`config.mk`:
```
export PLATFORM = sky130hd
export DESIGN_NAME = mult_div_unit
export DESIGN_NICKNAME = d
export VERILOG_FILES = /design/src/rtl/mult_div_unit.sv
export SDC_FILE = /design/constraint.sdc
export NUM_CORES = 1
export LEC_CHECK = 0
export CAP_MARGIN = 20
export CORE_UTILIZATION = 64
export DETAILED_ROUTE_END_ITERATION = 8
export PLACE_DENSITY_LB_ADDON = 0.15
export SYNTH_ARGS = -nofsm -noshare
export SYNTH_HDL_FRONTEND = slang
export SYNTH_SLANG_ARGS = --single-unit
```
`constraint.sdc`:
```
create_clock -name clk -period 12.1 [get_ports clk]
set_clock_uncertainty 0.2 [all_clocks]
set_input_delay 3.025 -clock clk [delete_from_list [all_inputs] [get_ports clk]]
set_output_delay 3.025 -clock clk [all_outputs]
set_load 0.05 [all_outputs]
```
`src/rtl/mult_div_unit.sv`:
```
// Iterative 32-bit MULT/MULTU/DIV/DIVU into HI/LO, plus MTHI/MTLO writes.
// Latency 33 cycles start-to-done; no backpressure, start and HI/LO writes are dropped while busy.
module mult_div_unit (
  input  logic        clk,
  input  logic        reset,
  input  logic        start,
  input  logic [1:0]  op,
  input  logic [31:0] a,
  input  logic [31:0] b,
  input  logic        wr_hi,
  input  logic        wr_lo,
  input  logic [31:0] wr_data,
  output logic        busy,
  output logic        done,
  output logic [31:0] hi,
  output logic [31:0] lo
);

  typedef enum logic [1:0] {S_IDLE, S_RUN, S_FIX} state_t;

  state_t      state, state_nxt;
  logic [4:0]  cnt;
  logic [63:0] work;
  logic [31:0] opnd;
  logic [31:0] a_lat;
  logic        is_div, neg_q, neg_r, div_zero;

  logic        launch, step, finish, mt_hi, mt_lo;

  logic        sgn, a_neg, b_neg;
  logic [31:0] a_mag, b_mag;
  logic [32:0] mul_sum;
  logic [32:0] div_shift;
  logic [31:0] div_diff;
  logic        div_ge;
  logic [63:0] mul_next, div_next, prod_fix;
  logic [31:0] quo_fix, rem_fix;

  // State register; busy is registered from the next state.
  always_ff @(posedge clk or posedge reset) begin
    if (reset) begin
      state <= S_IDLE;
      busy  <= 1'b0;
    end else begin
      state <= state_nxt;
      busy  <= (state_nxt != S_IDLE);
    end
  end

  always_comb begin
    state_nxt = state;
    case (state)
      S_IDLE:  if (start) state_nxt = S_RUN;
      S_RUN:   if (cnt == 5'd31) state_nxt = S_FIX;
      S_FIX:   state_nxt = S_IDLE;
      default: state_nxt = S_IDLE;
    endcase
  end

  always_comb begin
    launch = (state == S_IDLE) && start;
    step   = (state == S_RUN);
    finish = (state == S_FIX);
    mt_hi  = (state == S_IDLE) && !start && wr_hi;
    mt_lo  = (state == S_IDLE) && !start && wr_lo;
  end

  always_comb begin
    sgn   = ~op[0];
    a_neg = sgn & a[31];
    b_neg = sgn & b[31];
    a_mag = a_neg ? (32'd0 - a) : a;
    b_mag = b_neg ? (32'd0 - b) : b;

    // Multiply: work = {partial product, remaining multiplier bits}.
    mul_sum  = {1'b0, work[63:32]} + {1'b0, (work[0] ? opnd : 32'd0)};
    mul_next = {mul_sum, work[31:1]};

    // Divide: work = {remainder, dividend bits becoming quotient bits}.
    div_shift = {work[63:32], work[31]};
    div_ge    = (div_shift >= {1'b0, opnd});
    div_diff  = div_shift[31:0] - opnd;
    div_next  = div_ge ? {div_diff, work[30:0], 1'b1}
                       : {div_shift[31:0], work[30:0], 1'b0};

    prod_fix = neg_q ? (64'd0 - work) : work;
    quo_fix  = neg_q ? (32'd0 - work[31:0]) : work[31:0];
    rem_fix  = neg_r ? (32'd0 - work[63:32]) : work[63:32];
  end

  always_ff @(posedge clk or posedge reset) begin
    if (reset) begin
      cnt      <= 5'd0;
      work     <= 64'd0;
      opnd     <= 32'd0;
      a_lat    <= 32'd0;
      is_div   <= 1'b0;
      neg_q    <= 1'b0;
      neg_r    <= 1'b0;
      div_zero <= 1'b0;
      hi       <= 32'd0;
      lo       <= 32'd0;
      done     <= 1'b0;
    end else begin
      done <= finish;
      if (launch) begin
        cnt      <= 5'd0;
        is_div   <= op[1];
        neg_q    <= a_neg ^ b_neg;
        neg_r    <= a_neg;
        div_zero <= op[1] && (b == 32'd0);
        a_lat    <= a;
        opnd     <= op[1] ? b_mag : a_mag;
        work     <= {32'd0, (op[1] ? a_mag : b_mag)};
      end
      if (step) begin
        cnt  <= cnt + 5'd1;
        work <= is_div ? div_next : mul_next;
      end
      if (finish) begin
        if (!is_div) begin
          hi <= prod_fix[63:32];
          lo <= prod_fix[31:0];
        end else if (div_zero) begin
          hi <= a_lat;
          lo <= 32'hFFFF_FFFF;
        end else begin
          hi <= rem_fix;
          lo <= quo_fix;
        end
      end
      if (mt_hi) hi <= wr_data;
      if (mt_lo) lo <= wr_data;
    end
  end

endmodule

```
* After elaboration in Yosys (flattened, before gate mapping) *
Cells that the tools add are included.
W data, S select, Z words.

cells by class
  add/subtract/negate cells = 8
  order comparisons = 1
  equal/unequal tests = 3
  multiplexer cells = 25
  bitwise logic cells = 4
  reductions and logical operators = 12

operators with widths
  cell                     number
  $mux W32                 15
  $mux W64                 5
  $sub A1 B32 Y32 const A  4
  $sub A1 B64 Y64 const A  1
  $add A32 B32 Y33         1
  $ge A33 B32 Y1           1
  $logic_not A32 Y1        1
  $sub A32 B32 Y32         1
  $mux W5                  2
  $reduce_bool A2 Y1       4
  $add A5 B1 Y5 const B    1
  $eq A5 B5 Y1 const B     1
  $logic_and A1 B1 Y1      5
  $mux W2                  2
  $pmux W2 S2              1
  $and A1 B1 Y1            2
  $eq A2 B1 Y1 const B     1
  $eq A2 B2 Y1 const B     1
  $logic_not A2 Y1         1
  $logic_not A1 Y1         1
  $not A1 Y1               1
  $xor A1 B1 Y1            1

storage, ports and cells
  flip-flop bits (word level) = 205
  input bits = 103

* Longest topological paths before layout *
Gate-level depths: netlist of the first run.

  depth after elaboration = 6
  mapped depth = 14

* Least setup slack after synthesis of the first run *
No wires, ideal clock.

  path kind = input port to flip-flop
  from = in a[7]
  to = reg opnd[30]
  library setup time = 132 ps
  arrival = 5061 ps
  required time = 11768 ps
  slack = 6706 ps
  cell stages on the path = 9
  cell sequence = or4_1 -> or3_1 -> nor3_1 -> nand3_1 -> o41ai_1 -> xor2_1 -> nor2_1 -> a211oi_1 -> a21oi_1

on the way
  longest elaborated chain between the ends = 3

ends and longest elaborated chain
  what                  line  source
  start, declared       8     input logic [31:0] a,
  $sub A1 B32 Y32       72    a_mag = a_neg ? (32'd0 - a) : a;
  $mux W32              72
  $mux W32              113   opnd <= op[1] ? b_mag : a_mag;
  end signal, assigned  113
  end, declared         24    logic [31:0] opnd;

Every way passes these cells.
A chain may end at the register's enable or synchronous reset.

* Final worst setup path of the first run *
  from = in start
  to = reg hi[11]

on the way
  longest elaborated chain between the ends = 4

ends and longest elaborated chain
  what                                            line  source
  start, declared                                 6     input logic start,
  $logic_not A1 Y1 (*)                            64    mt_hi = (state == S_IDLE) && !start && wr_hi;
  $logic_and A1 B1 Y1 (*) (2 in a row)            64
  $mux W32 or $reduce_bool A2 Y1 (tied branches)  --
  end signal, assigned                            125   hi <= a_lat;
  end signal, assigned                            128   hi <= rem_fix;
  end signal, assigned                            132   if (mt_hi) hi <= wr_data;
  end, declared                                   15    output logic [31:0] hi,

Every way passes the cells marked *; elsewhere a longest branch is shown, timed or not.

==> results of run 1 <==
## power breakdown
part | internal, mW | leakage (nW) | switching (mW) | total [mW]
Clock | 0.507 | 0.434 | 0.316 | 0.823
Combinational | 1.63 | 5.16 | 2.53 | 4.15
Sequential | 1.03 | 2.47 | 0.533 | 1.57
Total | 3.17 | 8.06 | 3.38 | 6.54
## flip-flops by register name, summed over array words and instances (netlist names), 2 cells and up
name   flops
lo        32
cnt        5
work      64
a_lat     32
opnd      32
state      2
hi        32
## layout by cell type, fill, tap and decap left out, drive strengths merged, types with 16 or more instances in the layout
cell type,count
nor3,31
nand2,308
o41ai,16
or3,23
nor2b,17
clkdlybuf4s50,167
inv,74
and3,18
mux2i,56
buf,22
o31ai,26
a21oi,152
a31oi,27
nand2b,30
a21o,26
clkbuf,31
a22oi,22
o21ai,222
nand4,19
nor2,149
ha,70
a211oi,33
o211ai,50
xor2,91
xnor2,91
nand3,38
dfrtp,205
nor4,20
o22ai,43
## logic make-up (layout without fill, tap and decap cells)
logic type      Yosys count  in the layout  share of synthesized area (%)
simple gates            695            695                          19.31
mux                      69             69                          4.168
compound gates          708            708                          26.12
fa+ha+maj                72             72                          5.400
flops                   205            205                          30.24
xor+xnor                182            182                          9.398
buf+inv                 234            307                          5.363
## worst paths after layout
| path | to | slack [ns] | cells after the start |
|---|---|---|---|
| setup / recovery | hi[11] | 6.14 | 6 |
| hold / removal | a_lat[12] | 0.28 | 2 |
| setup reg to reg | work[48] | 7.82 | 11 |
| hold reg to reg | a_lat[12] | 0.28 | 2 |
| max in group asynchronous | is_div | 6.76 | 4 |
| min in group asynchronous | lo[8] | 2.74 | 2 |
## worst max-delay path: stages
cell and delay (ns):
clkdlybuf4s50_1 0.47, nor3_1 0.81, nand2_1 0.82, nand2_1 0.60
o22ai_1 0.16, a221oi_1 0.28
## layout make-up
cell class              instances  area, µm²  share of cell area [%]
clock buffers                  31      678.2                   3.471
clock inverters                14      219.0                   1.121
flip-flops and latches        205       5134                   26.28
multi-input cells            1726      10950                   56.05
repair buffers                189       1854                   9.492
inverters                      73      281.5                   1.441
well taps                     335      419.2                   2.146
## metrics by stage
stage          total power [mW]  setup slack [ns]  area, µm²  hold slack, ns
2_1_floorplan             4.396             3.279      16960          0.2369
3_3_place_gp              5.417             5.865      18610          0.2563
3_5_place_dp              5.541             5.843      18610          0.2627
4_1_cts                   6.398             6.358      19510          0.2777
5_1_grt                   6.925             6.092      19540          0.3060
6_report                  6.544             6.136      19540          0.2802
## per-layer routing
metal | wire length, µm | vias up
li1 | - | 7935
met1 | 23740 | 8415
met2 | 26920 | 1357
met3 | 7839 | 290
met4 | 4943 | 4
met5 | 26 | -
## synthesized netlist by cell type (10+ instances only)
| master | count |
|---|---|
| inv_1 | 71 |
| nand4_1 | 19 |
| nand3_1 | 37 |
| dfrtp_1 | 205 |
| or3_1 | 21 |
| a22oi_1 | 22 |
| a221oi_1 | 13 |
| xor2_1 | 91 |
| o31ai_1 | 26 |
| ha_1 | 70 |
| o21ai_0 | 220 |
| nand2b_1 | 30 |
| and3_1 | 18 |
| buf_1 | 23 |
| xnor2_1 | 91 |
| nor3_1 | 30 |
| mux2_2 | 13 |
| a21o_1 | 26 |
| a21oi_1 | 152 |
| o22ai_1 | 43 |
| a31oi_1 | 26 |
| nor4_1 | 17 |
| a211oi_1 | 33 |
| o41ai_1 | 16 |
| o211ai_1 | 50 |
| nor2_1 | 148 |
| clkbuf_1 | 127 |
| mux2i_1 | 56 |
| o21bai_1 | 10 |
| o221ai_1 | 14 |
| nand2_1 | 308 |
| nor2b_1 | 17 |
==> flow_metrics.py, run 1 <==
metrics = {
    "status": {
        "status": "finished, final reports clean",
    },
    "placed_design": {
        "hpwlAfterDp_um": 46920,
        "routabilityCongestion": 1.045,
        "place_inst": 2527,
        "io_buffers": 168,
    },
    "timing": {
        "period_needed_ns": 5.964,
        "rsz0062_at_grt": "false",
        "setup_viol": 0,
        "period_share_pct": 49.29,
        "hold_violations": 0,
        "fmax_mhz": 167.7,
        "final_max_slew_viol_count": 0,
        "tightest_slew_ns": 1.031,
        "max_slew_margin_pct": 30.72,
        "fin_tns_setup_ns": 0,
    },
    "critical_path": {
        "crit_type": "primary input to flip-flop",
        "start_kind": "primary input",
        "path_max_fanout": 28,
        "timing.rr.start": "work[38]",
        "critPathCaptureType": "flip-flop",
        "cp.arrival_ns": 6.19,
        "required_ns": 12.33,
        "startpoint": "start",
    },
    "global_routing": {
        "grt_pass1_vias": 16590,
        "grt_max_degree": 89,
        "grt_util_met1_pct": 61.68,
        "grt_pass1_wl_um": 95240,
        "overflow": 0,
        "use_met3_pct": 9.191,
        "gr-max-usage-layer": "met2",
        "grt_use_total_pct": 46.48,
        "antenna_found_initial": 2,
        "use_met2_pct": 68.74,
    },
    "finish": {
        "final_util_pct": 74.97,
        "antenna_cells": 0,
        "n_fill_cell": 1960,
        "final_nets": 2395,
        "fin_cells": 2573,
        "area_delta_synth_final_pct": 15.18,
        "drive_above_1_share_pct": 4.870,
    },
    "logic_synthesis": {
        "yosysUniqueCellTypes": 85,
        "synth.avg_cell_area_um2": 7.834,
        "synth_top_cell_area_share_pct": 30.24,
        "synthTopCellsByArea": "dfrtp_1 30%, nand2_1 6.8%, o21ai_0 6.5%, ha_1 5.2%, xnor2_1 4.7%",
        "synth_seq_area_share_pct": 30.24,
        "async_flop_share_pct": 100.0,
        "synth_area_leader_cell": "dfrtp_1",
        "yosys_warnings": 0,
        "synth_edf_count": 0,
        "synth_flop_cell": "dfrtp_1",
        "syn_area_um2": 16960,
        "postSynthCellCount": 2165,
        "ys_ff_latch": 205,
        "synth_nets": 2340,
    },
    "cts": {
        "cts_resized": 0,
        "insertion_delay_ns": 0.54,
        "cts_tree": "yes",
        "ctsHtreeMaxLevel": 1,
        "clock-root-buffer": "clkbuf_16",
        "cts_buffer_depth": 3,
        "cts_hold_buf": 0,
        "cts_buffers": 25,
        "cts.sinks": 205,
        "cts.clk_slew.worst_paths_ns": 0.06,
        "cts_setup_buffers": 0,
    },
    "drt": {
        "routed_via_density": 6.996,
        "vias": 18000,
        "wirelength_um": 63470,
        "drcViolationCount": 0,
        "first_pass_iters": 7,
        "wl_per_cell_um": 24.67,
        "ant_nets": 0,
        "drt_iter0_drc": 2673,
    },
    "power": {
        "power-per-cell-area_nw_per_um2": 335.0,
        "ir_drop_mv": 0.3053,
        "leakage_nw": 8.061,
    },
    "floorplan": {
        "rows": 59,
        "core_um2": 26060,
        "die_w_um": 164.8,
        "die_h_um": 164.8,
        "start_util_pct": 65.09,
        "pin_count": 169,
        "dieArea_um2": 27160,
    },
    "min_path": {
        "hold_class": "flip-flop to flip-flop",
        "min-delay-start": "a_lat[12]",
    },
    "flow_run": {
        "drv_cap": 0,
    },
}
Power figures use the tool's default switching activity.
==> run 2, diff against run 1 <==
Settings changed: CORE_UTILIZATION 64 to 53.
Clock period 12.1 ns to 5.1 ns, I/O delays scaled along.
==> flow_metrics.py, run 2 (synthesis results as in run 1) <==
metrics = {
    "critical_path": {
        "cp.arrival_ns": 4.42,
        "critical_path.cell_chain": "inv_1 > buf_4 > nor2_1 > ha_1 > and3_1 > and4_1 > o221ai_1 > nand3_1 > nand2_1 > o21ai_0 > a31o_2 > xor2_1 > a221o_1",
        "start_kind": "flip-flop",
        "path_max_fanout": 26,
        "slowest_stage": "ha_1",
        "crit_type": "flip-flop to flip-flop",
        "critPathMaxStageDelay_ns": 0.41,
        "cp_top_family": "compound AO/OA/AOI/OAI gates",
        "required_ns": 5.33,
        "critPathBufInv": 2,
        "critPathCaptureType": "flip-flop",
    },
    "timing": {
        "tightest_slew_ns": 1.106,
        "final_max_slew_viol_count": 0,
        "rsz0062_at_grt": "false",
        "setup_viol": 0,
        "fmax_mhz": 239.1,
        "fin_hold_ws_ns": 0.2886,
        "hold_violations": 0,
        "period_needed_ns": 4.183,
        "max_slew_margin_pct": 25.56,
        "fin_tns_setup_ns": 0,
        "period_share_pct": 82.02,
    },
    "drt": {
        "wl_per_cell_um": 24.52,
        "vias": 17570,
        "ant_nets": 0,
        "drcViolationCount": 0,
        "drt_iter0_drc": 1894,
        "first_pass_iters": 6,
        "routed_via_density": 6.601,
        "wirelength_um": 65250,
    },
    "finish": {
        "area_delta_synth_final_pct": 16.84,
        "layout_commonest_cell": "nand2_1",
        "n_fill_cell": 2819,
        "drive_above_1_share_pct": 5.888,
        "fin_cells": 2661,
        "multi_input_area_um2": 10950,
        "largest_reg_flops": 64,
        "regArea_um2": 5134,
        "top_register": "work",
        "final_nets": 2415,
        "final_cell_mix": "307 x nand2_1, 220 x o21ai_0, 204 x dfrtp_1",
        "antenna_cells": 0,
    },
    "placed_design": {
        "io_buffers": 168,
        "place_inst": 2615,
        "routabilityCongestion": 0.9801,
        "hpwlAfterDp_um": 49260,
    },
    "min_path": {
        "hold_class": "flip-flop to flip-flop",
    },
    "floorplan": {
        "dieArea_um2": 32720,
        "core_um2": 31560,
        "rows": 65,
        "pin_count": 169,
        "die_w_um": 180.9,
        "start_util_pct": 53.75,
        "die_h_um": 180.9,
    },
    "cts": {
        "cts_hold_buf": 0,
        "cts_setup_buffers": 0,
        "cts.clk_slew.worst_paths_ns": 0.06,
        "ctsHtreeMaxLevel": 1,
        "cts_buffers": 25,
        "cts_buffer_depth": 3,
        "cts_tree": "yes",
        "clock-root-buffer": "clkbuf_16",
        "insertion_delay_ns": 0.55,
        "cts_resized": 0,
        "cts.sinks": 205,
    },
    "global_routing": {
        "grt_use_total_pct": 39.50,
        "grt_max_degree": 89,
        "grt_pass1_vias": 16420,
        "overflow": 0,
        "antenna_found_initial": 1,
        "grt_pass1_wl_um": 99080,
    },
    "power": {
        "ir_drop_mv": 0.5691,
        "p_total_mw": 15.78,
        "leakage_nw": 8.178,
        "power-per-cell-area_nw_per_um2": 796.3,
    },
    "status": {
        "status": "finished, final reports clean",
    },
    "flow_run": {
        "drv_cap": 0,
    },
}
[run 2: where the power goes]
group	total [mW]	switching (mW)	internal, mW
Clock	2.02	0.778	1.25
Sequential	3.71	1.26	2.45
Combinational	10.0	6.09	3.96
Total	15.8	8.12	7.66
[run 2: metal layers]
metal | track usage, % | share of wire (%) | vias up | wire, µm
met5 | 0 | 0 | - | 0
met3 | 5.906 | 9.9 | 164 | 6457
li1 | - | - | 7983 | -
met1 | 55.15 | 42 | 8435 | 27260
met4 | 19.52 | 5.3 | 0 | 3454
met2 | 59.63 | 43 | 984 | 28080
[run 2: per-stage QoR]
stage               area [µm²]  util (%)  setup slack [ns]
global placement         18870     59.80            0.6293
CTS                      19820     62.80             1.049
global route             19820     62.80            0.7705
floorplan                16970         -            0.9667
detailed placement       18900     59.89            0.6039
finish                   19820     62.80            0.9169
[run 2: layout make-up]
type	count	share of cell area [%]
multi-input cells	1726	55.27
flip-flops and latches	205	25.90
repair buffers	209	10.24
clock buffers	29	3.384
well taps	402	2.538
inverters	73	1.402
clock inverters	17	1.263
[run 2: worst reg2reg max path, delay by kind of cell (launching register included)]
| kind | cells | cell delay (ns) |
|---|---|---|
| AO/OA/AOI/OAI | 4 | 1.15 |
| XOR/XNOR | 1 | 0.07 |
| adder cells (fa/ha/maj) | 1 | 0.42 |
| buffers and inverters | 2 | 0.68 |
| flip-flops | 1 | 0.38 |
| AND/OR/NAND/NOR | 5 | 1.17 |
[run 2: path summary, 6_finish.rpt]
path | startpoint | to | slack, ns | cells past startpoint
max reg2reg | work[0] | work[61] | 0.92 | 13
min | opnd[6] | opnd[6] | 0.29 | 2
max | work[0] | work[61] | 0.92 | 13
max in group asynchronous | reset | work[47] | 2.74 | 3
min reg2reg | opnd[6] | opnd[6] | 0.29 | 2
min in group asynchronous | reset | done | 1.01 | 2
==> run 3, diff against run 2 <==
Clock period 5.1 ns to 3.5 ns, I/O delays scaled along.
==> flow_metrics.py, run 3 (synthesis results as in run 1) <==
metrics = {
    "finish": {
        "regArea_um2": 5136,
        "area_delta_synth_final_pct": 29.43,
        "layout_commonest_cell": "nand2_1",
        "multi_input_area_um2": 11090,
        "final_util_pct": 69.57,
        "final_cell_mix": "307 x nand2_1, 287 x buf_4, 213 x o21ai_0",
        "largest_reg_flops": 64,
        "final_nets": 2674,
        "antenna_cells": 0,
        "drive_above_1_share_pct": 16.60,
        "finalInstanceArea_um2": 21950,
        "n_fill_cell": 2620,
        "top_register": "work",
    },
    "drt": {
        "wirelength_um": 68990,
        "vias": 18840,
        "first_pass_iters": 6,
        "drt_iter0_drc": 2539,
        "drcViolationCount": 0,
        "ant_nets": 0,
        "wl_per_cell_um": 23.63,
        "routed_via_density": 6.452,
    },
    "critical_path": {
        "critPathBufInv": 3,
        "crit_path_frequent_cell": "mux2_2",
        "start_kind": "flip-flop",
        "r2r_end": "work[32]",
        "critPathMaxStageDelay_ns": 0.35,
        "reg2regPathDepth": 13,
        "critical_path.cell_chain": "inv_1 > ha_1 > nor2b_4 > o2111ai_2 > and4b_1 > o211ai_1 > nand4_1 > buf_6 > a31oi_4 > buf_12 > mux2_2 > mux2_2 > o21ai_0",
        "critPathCaptureType": "flip-flop",
        "timing.rr.start": "opnd[1]",
        "reg2reg_slack_ns": 0.02,
        "crit_type": "flip-flop to flip-flop",
        "cp.arrival_ns": 3.73,
        "slowest_stage": "dfrtp_1",
        "required_ns": 3.75,
        "cp_top_family": "compound AO/OA/AOI/OAI gates",
        "path_max_fanout": 12,
    },
    "power": {
        "p_total_mw": 25.33,
        "ir_drop_mv": 0.8110,
        "leakage_nw": 9.465,
        "power-per-cell-area_nw_per_um2": 1154,
    },
    "cts": {
        "ctsHtreeMaxLevel": 1,
        "cts.clk_slew.worst_paths_ns": 0.06,
        "clock-root-buffer": "clkbuf_16",
        "cts_tree": "yes",
        "insertion_delay_ns": 0.54,
        "cts_buffer_depth": 3,
        "cts_hold_buf": 0,
        "cts.sinks": 205,
        "cts_buffers": 25,
    },
    "placed_design": {
        "hpwlAfterDp_um": 54020,
        "io_buffers": 168,
        "routabilityCongestion": 1.069,
        "place_area_um2": 20890,
        "pre_cts_ws_ns": -0.4473,
    },
    "floorplan": {
        "rows": 65,
        "pin_count": 169,
        "die_w_um": 180.9,
        "die_h_um": 180.9,
        "dieArea_um2": 32720,
        "start_util_pct": 53.75,
        "core_um2": 31560,
    },
    "global_routing": {
        "antenna_found_initial": 1,
        "grt_use_total_pct": 41.74,
        "grt_pass1_wl_um": 105000,
        "overflow": 0,
        "grt_max_degree": 89,
        "grt_pass1_vias": 17720,
    },
    "min_path": {
        "min-delay-start": "a_lat[5]",
        "hold_end": "a_lat[5]",
        "hold_class": "flip-flop to flip-flop",
        "holdPathStages": 2,
    },
    "timing": {
        "fmax_mhz": 287.6,
        "hold_violations": 0,
        "rsz0062_at_grt": "true",
        "setup_viol": 0,
        "period_share_pct": 99.35,
        "max_slew_margin_pct": 40.22,
        "period_needed_ns": 3.477,
        "tightest_slew_ns": 0.8934,
        "final_max_slew_viol_count": 0,
        "setup_ws_ns": 0.02266,
    },
    "flow_run": {
        "drv_cap": 0,
    },
    "status": {
        "status": "finished, final reports clean",
    },
}
## run 3: cell types whose count changed in the layout (fill, tap and decap cells not counted), moves of 4 or more
cell / change
buf_6: +4
o21ai_0: -7
o21ai_1: +6
buf_12: +7
buf_4: +249
ha_1: -4
ha_2: +4
## run 3: cell type report
| type | count | area share [%] |
|---|---|---|
| tap | 402 | 2.291 |
| timing repair buffer | 468 | 18.48 |
| multi-input combinational | 1726 | 50.50 |
| sequential | 205 | 23.40 |
| clock inverter | 11 | 0.7751 |
| clock buffer | 35 | 3.294 |
| inverter | 73 | 1.265 |
## run 3: metrics by stage
step | TNS, ns | hold slack [ns] | instances
floorplan | -47.82 | 0.2369 | 2165
global placement | -6.550 | 0.2545 | 2872
detailed placement | -9.737 | 0.2617 | 2872
CTS | 0 | 0.2767 | 2919
global route | -0.08011 | 0.2976 | 2920
finish | 0 | 0.2735 | 2920
## run 3: power by group
group,switching (mW),internal (mW)
Combinational,10.4,7.38
Clock,1.10,1.74
Sequential,1.11,3.59
Total,12.6,12.7
## run 3: tightest hold or removal path, cell delays in order (launching register included)
cell and delay (ns):
dfrtp_1 0.34, nand2_1 0.05, nand2_1 0.05
## run 3: routing by layer
| layer | track usage (%) | wire length (µm) | part of all wire [%] |
|---|---|---|---|
| met5 | 0 | 13 | 0.019 |
| met4 | 19.35 | 3645 | 5.3 |
| met3 | 8.506 | 7659 | 11 |
| met2 | 60.22 | 28400 | 41 |
| met1 | 59.65 | 29270 | 42 |
## run 3: repair_timing
item,CTS,global route
pin swaps,2,7
gates resized for setup,4,40
setup buffers,1,1
endpoints found under the setup margin,7,39
## run 3: how the worst max path moves through the flow
| stage | cells after the start | from | end |
|---|---|---|---|
| floorplan | 1 | reset | a_lat[0] |
| global placement | 10 | a[7] | opnd[30] |
| detailed placement | 10 | a[7] | opnd[30] |
| CTS | 13 | opnd[1] | work[32] |
| finish | 13 | opnd[1] | work[32] |
| global route | 13 | opnd[1] | work[32] |
